===== config.mk =====
export PLATFORM = sky130hd
export DESIGN_NAME = ifu_prefetch
export DESIGN_NICKNAME = d
export VERILOG_FILES = /design/src/rtl/ifu_prefetch.sv
export SDC_FILE = /design/constraint.sdc
export NUM_CORES = 1
export LEC_CHECK = 0
export ABC_AREA = 1
export BUFFER_PORTS_ARGS = -buffer_cell sky130_fd_sc_hd__buf_2
export CORE_ASPECT_RATIO = 0.75
export CORE_UTILIZATION = 25
export CTS_BUF_LIST = sky130_fd_sc_hd__clkbuf_16
export CTS_CLUSTER_DIAMETER = 100
export DETAILED_ROUTE_END_ITERATION = 8
export GPL_ROUTABILITY_DRIVEN = 0
export PLACE_DENSITY_LB_ADDON = 0.3
export SYNTH_ARGS = -nofsm -noshare
export SYNTH_HDL_FRONTEND = slang
export SYNTH_SLANG_ARGS = --single-unit

===== constraint.sdc =====
create_clock -name clk -period 4.03 [get_ports clk]
set_clock_uncertainty 0.2 [all_clocks]
set_input_delay 0 -clock clk [delete_from_list [all_inputs] [get_ports clk]]
set_output_delay 0 -clock clk [all_outputs]
set_load 0.03 [all_outputs]

===== src/rtl/ifu_prefetch.sv =====
// Instruction fetch unit: one-outstanding-request fetch FSM feeding a small prefetch FIFO
// toward decode, with redirect flush and stale-response drop.
module ifu_prefetch #(
  parameter int unsigned    XLEN       = 32,
  parameter logic [XLEN-1:0] RESET_PC  = 32'h8000_0000,
  parameter int unsigned    FIFO_DEPTH = 4
) (
  input  logic            clk,
  input  logic            rst,
  input  logic            redirect_valid,
  input  logic [XLEN-1:0] redirect_pc,
  output logic            req_valid,
  input  logic            req_ready,
  output logic [XLEN-1:0] req_addr,
  input  logic            rsp_valid,
  input  logic [XLEN-1:0] rsp_data,
  input  logic            rsp_err,
  output logic            inst_valid,
  input  logic            inst_ready,
  output logic [XLEN-1:0] inst,
  output logic [XLEN-1:0] inst_pc,
  output logic            inst_err
);

  localparam int unsigned PtrW = (FIFO_DEPTH > 1) ? $clog2(FIFO_DEPTH) : 1;
  localparam int unsigned CntW = PtrW + 1;

  typedef enum logic [1:0] {StReq, StWait, StDrop, StHalt} state_e;

  state_e          state_q, state_d;
  logic [XLEN-1:0] fetch_pc_q, fetch_pc_d;
  logic [XLEN-1:0] req_pc_q, req_pc_d;

  logic [XLEN-1:0] inst_mem_q [FIFO_DEPTH];
  logic [XLEN-1:0] pc_mem_q   [FIFO_DEPTH];
  logic            err_mem_q  [FIFO_DEPTH];
  logic [PtrW-1:0] wr_ptr_q, rd_ptr_q;
  logic [CntW-1:0] count_q;
  logic [CntW-1:0] count_after_pop;

  logic            push, pop, credit, req_fire;
  logic [XLEN-1:0] redirect_target;
  logic            unused_pc_bits;

  assign unused_pc_bits  = ^redirect_pc[1:0];
  assign redirect_target = {redirect_pc[XLEN-1:2], 2'b00};

  assign inst_valid = !rst && (count_q != '0);
  assign pop        = inst_valid && inst_ready;
  assign inst       = inst_mem_q[rd_ptr_q];
  assign inst_pc    = pc_mem_q[rd_ptr_q];
  assign inst_err   = err_mem_q[rd_ptr_q];

  // A pop in this cycle frees a slot, so it counts toward credit immediately.
  assign count_after_pop = count_q - CntW'(pop);
  assign credit          = count_after_pop < CntW'(FIFO_DEPTH);

  assign req_valid = !rst && (state_q == StReq) && credit;
  assign req_addr  = fetch_pc_q;
  assign req_fire  = req_valid && req_ready;

  assign push = (state_q == StWait) && rsp_valid && !redirect_valid;

  always_comb begin
    state_d    = state_q;
    fetch_pc_d = fetch_pc_q;
    req_pc_d   = req_pc_q;
    unique case (state_q)
      StReq: begin
        if (req_fire) begin
          state_d    = StWait;
          fetch_pc_d = fetch_pc_q + XLEN'(4);
          req_pc_d   = fetch_pc_q;
        end
      end
      StWait:  if (rsp_valid) state_d = rsp_err ? StHalt : StReq;
      StDrop:  if (rsp_valid) state_d = StReq;
      StHalt:  state_d = StHalt;
      default: state_d = StReq;
    endcase

    if (redirect_valid) begin
      fetch_pc_d = redirect_target;
      unique case (state_q)
        StReq:          state_d = req_fire ? StDrop : StReq;
        // A response arriving this cycle settles the one owed; otherwise it is still stale.
        StWait, StDrop: state_d = rsp_valid ? StReq : StDrop;
        default:        state_d = StReq;
      endcase
    end
  end

  always_ff @(posedge clk) begin
    if (rst) begin
      state_q    <= StReq;
      fetch_pc_q <= RESET_PC;
      req_pc_q   <= RESET_PC;
      wr_ptr_q   <= '0;
      rd_ptr_q   <= '0;
      count_q    <= '0;
    end else begin
      state_q    <= state_d;
      fetch_pc_q <= fetch_pc_d;
      req_pc_q   <= req_pc_d;
      if (redirect_valid) begin
        wr_ptr_q <= '0;
        rd_ptr_q <= '0;
        count_q  <= '0;
      end else begin
        if (push) wr_ptr_q <= wr_ptr_q + PtrW'(1);
        if (pop)  rd_ptr_q <= rd_ptr_q + PtrW'(1);
        count_q <= count_q + CntW'(push) - CntW'(pop);
      end
    end
  end

  always_ff @(posedge clk) begin
    if (push) begin
      inst_mem_q[wr_ptr_q] <= rsp_data;
      pc_mem_q[wr_ptr_q]   <= req_pc_q;
      err_mem_q[wr_ptr_q]  <= rsp_err;
    end
  end

endmodule


==> results.py, run 1 <==
metrics = {
    "critical_path": {
        "cp_max_fo": 28,
        "worstSetupStartpointType": "flip-flop",
        "cp.arrival_ns": 3.70,
        "cpMaxStageDelayCell": "dlygate4sd3_1",
        "cp_cell_sequence": "inv_1 > ha_1 > inv_1 > nor2_2 > nand3_4 > nand2_2 > o21ai_0 > nor2_1 > dlygate4sd3_1 > nor2_1 > dlygate4sd3_1",
        "cp-end-kind": "flip-flop",
        "criticalPathCategory": "flip-flop to flip-flop",
        "critical_path_required_ns": 4.25,
        "slowest_delay_ns": 0.57,
    },
    "global_route": {
        "met1_usage_pct": 19.2,
        "met3_usage_pct": 2.72,
        "grt_util_met2_pct": 20.1,
        "grtUsageTotal_pct": 13.3,
        "grt_max_degree": 64,
        "grt_pass1_vias": 9348,
        "antenna_found_initial": 0,
        "grt-busiest-layer": "met2",
        "grt_pass1_wl_um": 54900,
        "gr-total-overflow": 0,
    },
    "floorplanning": {
        "coreArea_mm2": 0.0519,
        "initial_utilization_pct": 25.4,
        "die_y_um": 201,
        "dieArea_mm2": 0.0537,
        "rows": 72,
        "boundaryPins": 170,
        "die_x_um": 267,
    },
    "synth": {
        "synth_fa_ha_area_share_pct": 1.38,
        "ys_ff_latch": 323,
        "synth_area_leaders": "edfxtp_1 (57%), dfxtp_1 (11%), nor2_1 (6.5%)",
        "yosysTopAreaCellShare_pct": 57.3,
        "synth_top_family_by_area": "simple AND/OR/NAND/NOR gates",
        "yosys.area_share.simple_pct": 14.3,
        "syn_area_per_cell_um2": 10.8,
        "yosys-top-cells-count": "edfxtp_1 (252), nor2_1 (228), nand2_1 (173), o21ai_0 (162), dfxtp_1 (71)",
        "yosys.cell_count.top_type": "edfxtp_1",
        "ys_async_sr_fraction_pct": 0,
        "yosysTopAreaCell": "edfxtp_1",
        "synth_edf_count": 252,
        "ys_types": 37,
        "synth_mux_area_share_pct": 0,
        "synth_warnings": 0,
        "synth_cells": 1220,
        "synth-compound-area-share_pct": 11.4,
        "seq_area_frac_synth_pct": 68.1,
        "synth_xor_area_share_pct": 0.796,
        "synth_top_flop_cell": "edfxtp_1",
        "syn_area_mm2": 0.0132,
    },
    "sta": {
        "slew_headroom_pct": 36.0,
        "fin_crit_ns": 3.47,
        "fin_crit_sh_pct": 86.2,
        "hold_viol": 0,
        "rsz0062_at_grt": "no",
        "layout_setup_ws_ns": 0.555,
        "finalSetupViolCount": 0,
        "slew_viol_final": 0,
        "fmax_ghz": 0.288,
        "worstMarginPinSlew_ns": 0.958,
    },
    "drt": {
        "vias": 9821,
        "drc": 0,
        "drt_iter0_drc": 647,
        "post_drt_wl_per_cell_um": 16.4,
        "viasPerCell": 4.43,
        "ant_nets": 0,
        "routed_wirelength_um": 36400,
        "dr.pass1.iters": 5,
    },
    "status": {
        "status": "finished, final reports clean",
    },
    "clocking": {
        "ctsResizeCount": 0,
        "cts_buffers": 36,
        "clk_latency_ns": 0.53,
        "htreeDepth": 2,
        "cts.path.max_buffers": 3,
        "path_clk_slew_ns": 0.06,
        "clock_sinks": 323,
        "cts_tree": "yes",
        "cts_root_buf": "clkbuf_16",
    },
    "placement": {
        "placed_cell_area_mm2": 0.0148,
        "portBuffers": 163,
        "place_hpwl_um": 21900,
        "pre_cts_ws_ns": 1.09,
        "dp_cells": 2035,
    },
    "final_layout": {
        "final_nets": 1572,
        "drive_above_1_share_pct": 17.2,
        "n_antenna_cell": 0,
        "area_delta_synth_final_pct": 29.2,
        "fin_cells": 2217,
        "n_fill_cell": 5337,
        "fin_area_mm2": 0.0171,
    },
    "hold_path": {
        "worstHoldPathType": "primary input to flip-flop",
    },
    "power": {
        "ir_drop_uv": 226,
        "finalPower_mw": 7.57,
        "power.density_mw_per_mm2": 444,
        "leakage_nw": 6.12,
    },
    "flow_run": {
        "max_cap_violations": 0,
    },
}
-- flip-flops by register name, indices dropped and copies added (netlist names), named ones only --
signal / count
count_q: 3
err_mem_q: 4
inst_mem_q: 128
pc_mem_q: 120
rd_ptr_q: 2
req_addr: 30
req_pc_q: 30
state_q: 2
wr_ptr_q: 2
-- logic make-up after synthesis --
kind of cell | count (synthesis)
and+or+nand+nor | 464
DFF | 323
other | 1
AOI/OAI and AO/OA | 283
buffers and inverters | 123
adders and majority gates | 14
xor gates and xnor gates | 12
-- area by class of cell --
type                       instances  area [um^2]  area share [%]
clock inverter                    27          168           0.983
multi-input combinational        777         3720            21.8
clock buffer                      38          951            5.58
timing repair buffer             294         2130            12.5
sequential                       323         8990            52.7
tap                              703          880            5.16
inverter                          55          211            1.24
-- placed cells by master, fill, tap and decap left out, types with 6 or more instances in the layout --
master	Yosys	final
edfxtp_1	252	252
nor2_1	228	224
nand2_1	173	173
buf_2	15	163
o21ai_0	162	162
dlygate4sd3_1	0	117
dfxtp_1	71	69
o22ai_1	63	63
inv_1	48	56
a21oi_1	52	52
clkbuf_16	0	38
nand3_1	32	32
ha_1	13	13
buf_4	7	11
xor2_1	9	9
clkinv_2	0	9
nand4_1	8	8
inv_2	4	6
nor3_1	6	6
-- through the flow --
step / setup TNS (ns) / util, % / hold WS, ns
floorplan: -35.68 / - / -0.101
global placement: 0 / 28.5 / 0.0167
detailed placement: 0 / 28.5 / 0.0180
CTS: 0 / 32.9 / 0.000663
global route: 0 / 32.9 / 0.0197
finish: 0 / 32.9 / 0.0244
-- worst max-delay path: cells and delay by family (launching register included) --
| family | cells | cell delay (ns) |
|---|---|---|
| adders and majority gates | 1 | 0.19 |
| AOI/OAI and AO/OA | 1 | 0.14 |
| DFF | 1 | 0.34 |
| and+or+nand+nor | 5 | 1.16 |
| buffers and inverters | 4 | 1.32 |
-- final timing paths --
check / cells after the start / endpoint / startpoint / slack (ns)
setup / recovery: 11 / req_addr[15] / state_q[0] / 0.56
hold / removal: 2 / inst_mem_q[3][0] / rsp_data[0] / 0.02
setup reg to reg: 11 / req_addr[15] / state_q[0] / 0.56
hold reg to reg: 1 / flip-flop / rd_ptr_q[1] / 0.29
-- report_power, final --
| group | internal [mW] | total, mW | switching (mW) |
|---|---|---|---|
| combinational | 0.243 | 0.656 | 0.413 |
| clock | 1.78 | 3.11 | 1.33 |
| sequential | 3.69 | 3.80 | 0.109 |
| total | 5.72 | 7.57 | 1.85 |
-- per-layer routing --
layer | vias up | routed length (um) | part of all wire, %
met1 | 4672 | 17600 | 48
met5 | - | 0 | 0
met4 | 0 | 579 | 1.6
met2 | 296 | 15800 | 43
met3 | 49 | 2400 | 6.6
li1 | 4804 | - | -
-- repair_timing --
action,4_1_cts,5_1_grt
hold endpoints to repair,200,0
setup buffers,0,0
setup endpoints to repair,0,0
hold buffers,117,0
Note: power is estimated with default switching activity, not from simulation.
==> run 2: changes to the inputs <==
ABC_AREA = 0   (was 1)
RECOVER_POWER = 50   (was not set)
==> results.py, run 2 <==
metrics = {
    "synth": {
        "ys_ff_latch": 323,
        "synth_warnings": 0,
        "syn_area_mm2": 0.0126,
        "ys_async_sr_fraction_pct": 0,
        "yosysTopAreaCellShare_pct": 60.2,
        "synth_top_flop_cell": "edfxtp_1",
        "synth_edf_count": 252,
        "yosys.cell_count.top_type": "edfxtp_1",
        "synth_cells": 772,
        "yosysTopAreaCell": "edfxtp_1",
        "ys_types": 53,
        "yosys-top-cells-count": "edfxtp_1 (252), nand2_1 (87), dfxtp_1 (71), mux4_2 (63), a21oi_1 (40)",
        "seq_area_frac_synth_pct": 71.5,
        "syn_area_per_cell_um2": 16.3,
        "synth_area_leaders": "edfxtp_1 (60%), dfxtp_1 (11%), mux4_2 (11%)",
    },
    "sta": {
        "slew_viol_final": 0,
        "fmax_ghz": 0.322,
        "fin_tns_setup_ns": 0,
        "fin_crit_ns": 3.10,
        "holdWs_ns": 0.0425,
        "slew_headroom_pct": 22.5,
        "rsz0062_at_grt": "no",
        "hold_viol": 0,
        "worstMarginPinSlew_ns": 1.16,
        "fin_crit_sh_pct": 77.0,
        "finalSetupViolCount": 0,
    },
    "global_route": {
        "grt_pass1_vias": 7760,
        "gr-total-overflow": 0,
        "grtUsageTotal_pct": 12.5,
        "antenna_found_initial": 0,
        "grt_max_degree": 44,
        "grt_pass1_wl_um": 48300,
    },
    "critical_path": {
        "r2r_start": "state_q[1]",
        "critPathLaunch": "state_q[1]",
        "worstSetupStartpointType": "flip-flop",
        "cp-end-kind": "flip-flop",
        "cp.arrival_ns": 3.37,
        "cp_max_fo": 33,
        "critical_path_required_ns": 4.29,
        "criticalPathCategory": "flip-flop to flip-flop",
    },
    "drt": {
        "drc": 8,
        "routed_wirelength_um": 31500,
        "ant_nets": 0,
        "viasPerCell": 4.42,
        "vias": 7591,
        "dr.pass1.iters": 8,
        "drt_iter0_drc": 464,
        "post_drt_wl_per_cell_um": 18.4,
    },
    "final_layout": {
        "largest-register": "inst_mem_q",
        "final_common_cell": "edfxtp_1",
        "drive_above_1_share_pct": 20.3,
        "final_nets": 1125,
        "area_delta_synth_final_pct": 28.8,
        "layout_common_cells": "edfxtp_1 (252), dlygate4sd3_1 (95), nand2_1 (87)",
        "n_antenna_cell": 0,
        "top_regs": "inst_mem_q x128, pc_mem_q x120",
        "n_fill_cell": 4904,
        "largest_reg_flops": 128,
    },
    "clocking": {
        "cts_buffers": 36,
        "cts.path.max_buffers": 3,
        "htreeDepth": 2,
        "cts_root_buf": "clkbuf_16",
        "cts_setup_buffers": 0,
        "path_clk_slew_ns": 0.06,
        "cts_tree": "yes",
        "clock_sinks": 323,
        "clk_latency_ns": 0.52,
    },
    "power": {
        "leakage_nw": 5.53,
        "power.density_mw_per_mm2": 457,
        "finalPower_mw": 7.40,
        "ir_drop_uv": 183,
    },
    "hold_path": {
        "worstHoldPathType": "primary input to flip-flop",
        "hp-start": "redirect_pc[26]",
    },
    "floorplanning": {
        "boundaryPins": 170,
        "die_x_um": 261,
        "dieArea_mm2": 0.0512,
        "coreArea_mm2": 0.0492,
        "initial_utilization_pct": 25.5,
        "rows": 70,
        "die_y_um": 196,
    },
    "status": {
        "status": "complete, but fails checks",
        "violations": "DRC",
    },
    "placement": {
        "portBuffers": 163,
        "place_hpwl_um": 20300,
    },
    "flow_run": {
        "max_cap_violations": 0,
    },
}
run 2: cell types whose count changed after synthesis, sizes merged, moves of 11 or more:
cell    previous run  this run
buf               26        14
mux4               0        63
a211oi             0        14
clkbuf            42        31
xnor2              3        17
inv               53        15
o22ai             63         1
nand2            176        87
nor2             234        35
o21ai            163         8
nand3             34        14
a21oi             52        40
run 2: path summary, 6_finish.rpt:
path | end | slack [ns] | cells after the start
setup / recovery | req_addr[16] | 0.93 | 9
hold / removal | req_addr[26] | 0.04 | 4
setup reg to reg | req_addr[16] | 0.93 | 9
hold reg to reg | wr_ptr_q[1] | 0.30 | 2
run 2: cell families after synthesis:
family	count (synthesis)	synth area share [%]
xor+xnor	24	1.67
buf+inv	61	2.02
fa+ha+maj	14	1.45
other cells	1	0.0298
mux	63	11.3
flops	323	71.5
simple gates	203	7.86
compound gates	83	4.21
run 2: final cells by class:
| class | count | area (um^2) | area share [%] |
|---|---|---|---|
| clock buffers | 37 | 926 | 5.72 |
| clock inverters | 29 | 277 | 1.71 |
| well taps | 648 | 811 | 5.01 |
| inverters | 16 | 60.1 | 0.371 |
| repair buffers | 272 | 1780 | 11.0 |
| multi-input cells | 391 | 3350 | 20.7 |
| flip-flops and latches | 323 | 8990 | 55.5 |
run 2: worst max-delay path, cell delays in order, from the launching register on:
cell,delay (ns)
dfxtp_1,0.37
inv_1,0.12
ha_1,0.28
nand3b_1,0.24
a21oi_2,0.16
buf_4,0.37
nand4_1,0.23
or4_1,0.45
nand3_1,0.09
dlygate4sd3_1,0.54
run 2: per-stage QoR:
stage	setup WS (ns)	instances	util, %	cell area (um^2)
floorplan	0.993	775	-	12600
detailed placement	1.30	1555	28.8	14200
CTS	0.897	1716	33.1	16300
finish	0.927	1716	32.9	16200
global route	0.590	1716	32.9	16200
global placement	1.35	1555	28.8	14200
run 2: power by group:
part | switching, mW | internal [mW]
Combinational | 0.238 | 0.160
Clock | 1.32 | 2.00
Sequential | 0.0644 | 3.62
run 2: timing repair:
action                                 4_1_cts  5_1_grt
endpoints found under the hold margin      186        0
hold buffers                                95        0
gates resized for setup                      0        0
run 2: metal layers:
| metal | up-vias | share of wire (%) | GRT usage (%) |
|---|---|---|---|
| li1 | 3527 | - | - |
| met1 | 3812 | 49 | 18.1 |
| met2 | 204 | 44 | 18.5 |
| met3 | 48 | 5.4 | 2.88 |
| met4 | 0 | 2.0 | 3.45 |
| met5 | - | 0 | 0 |
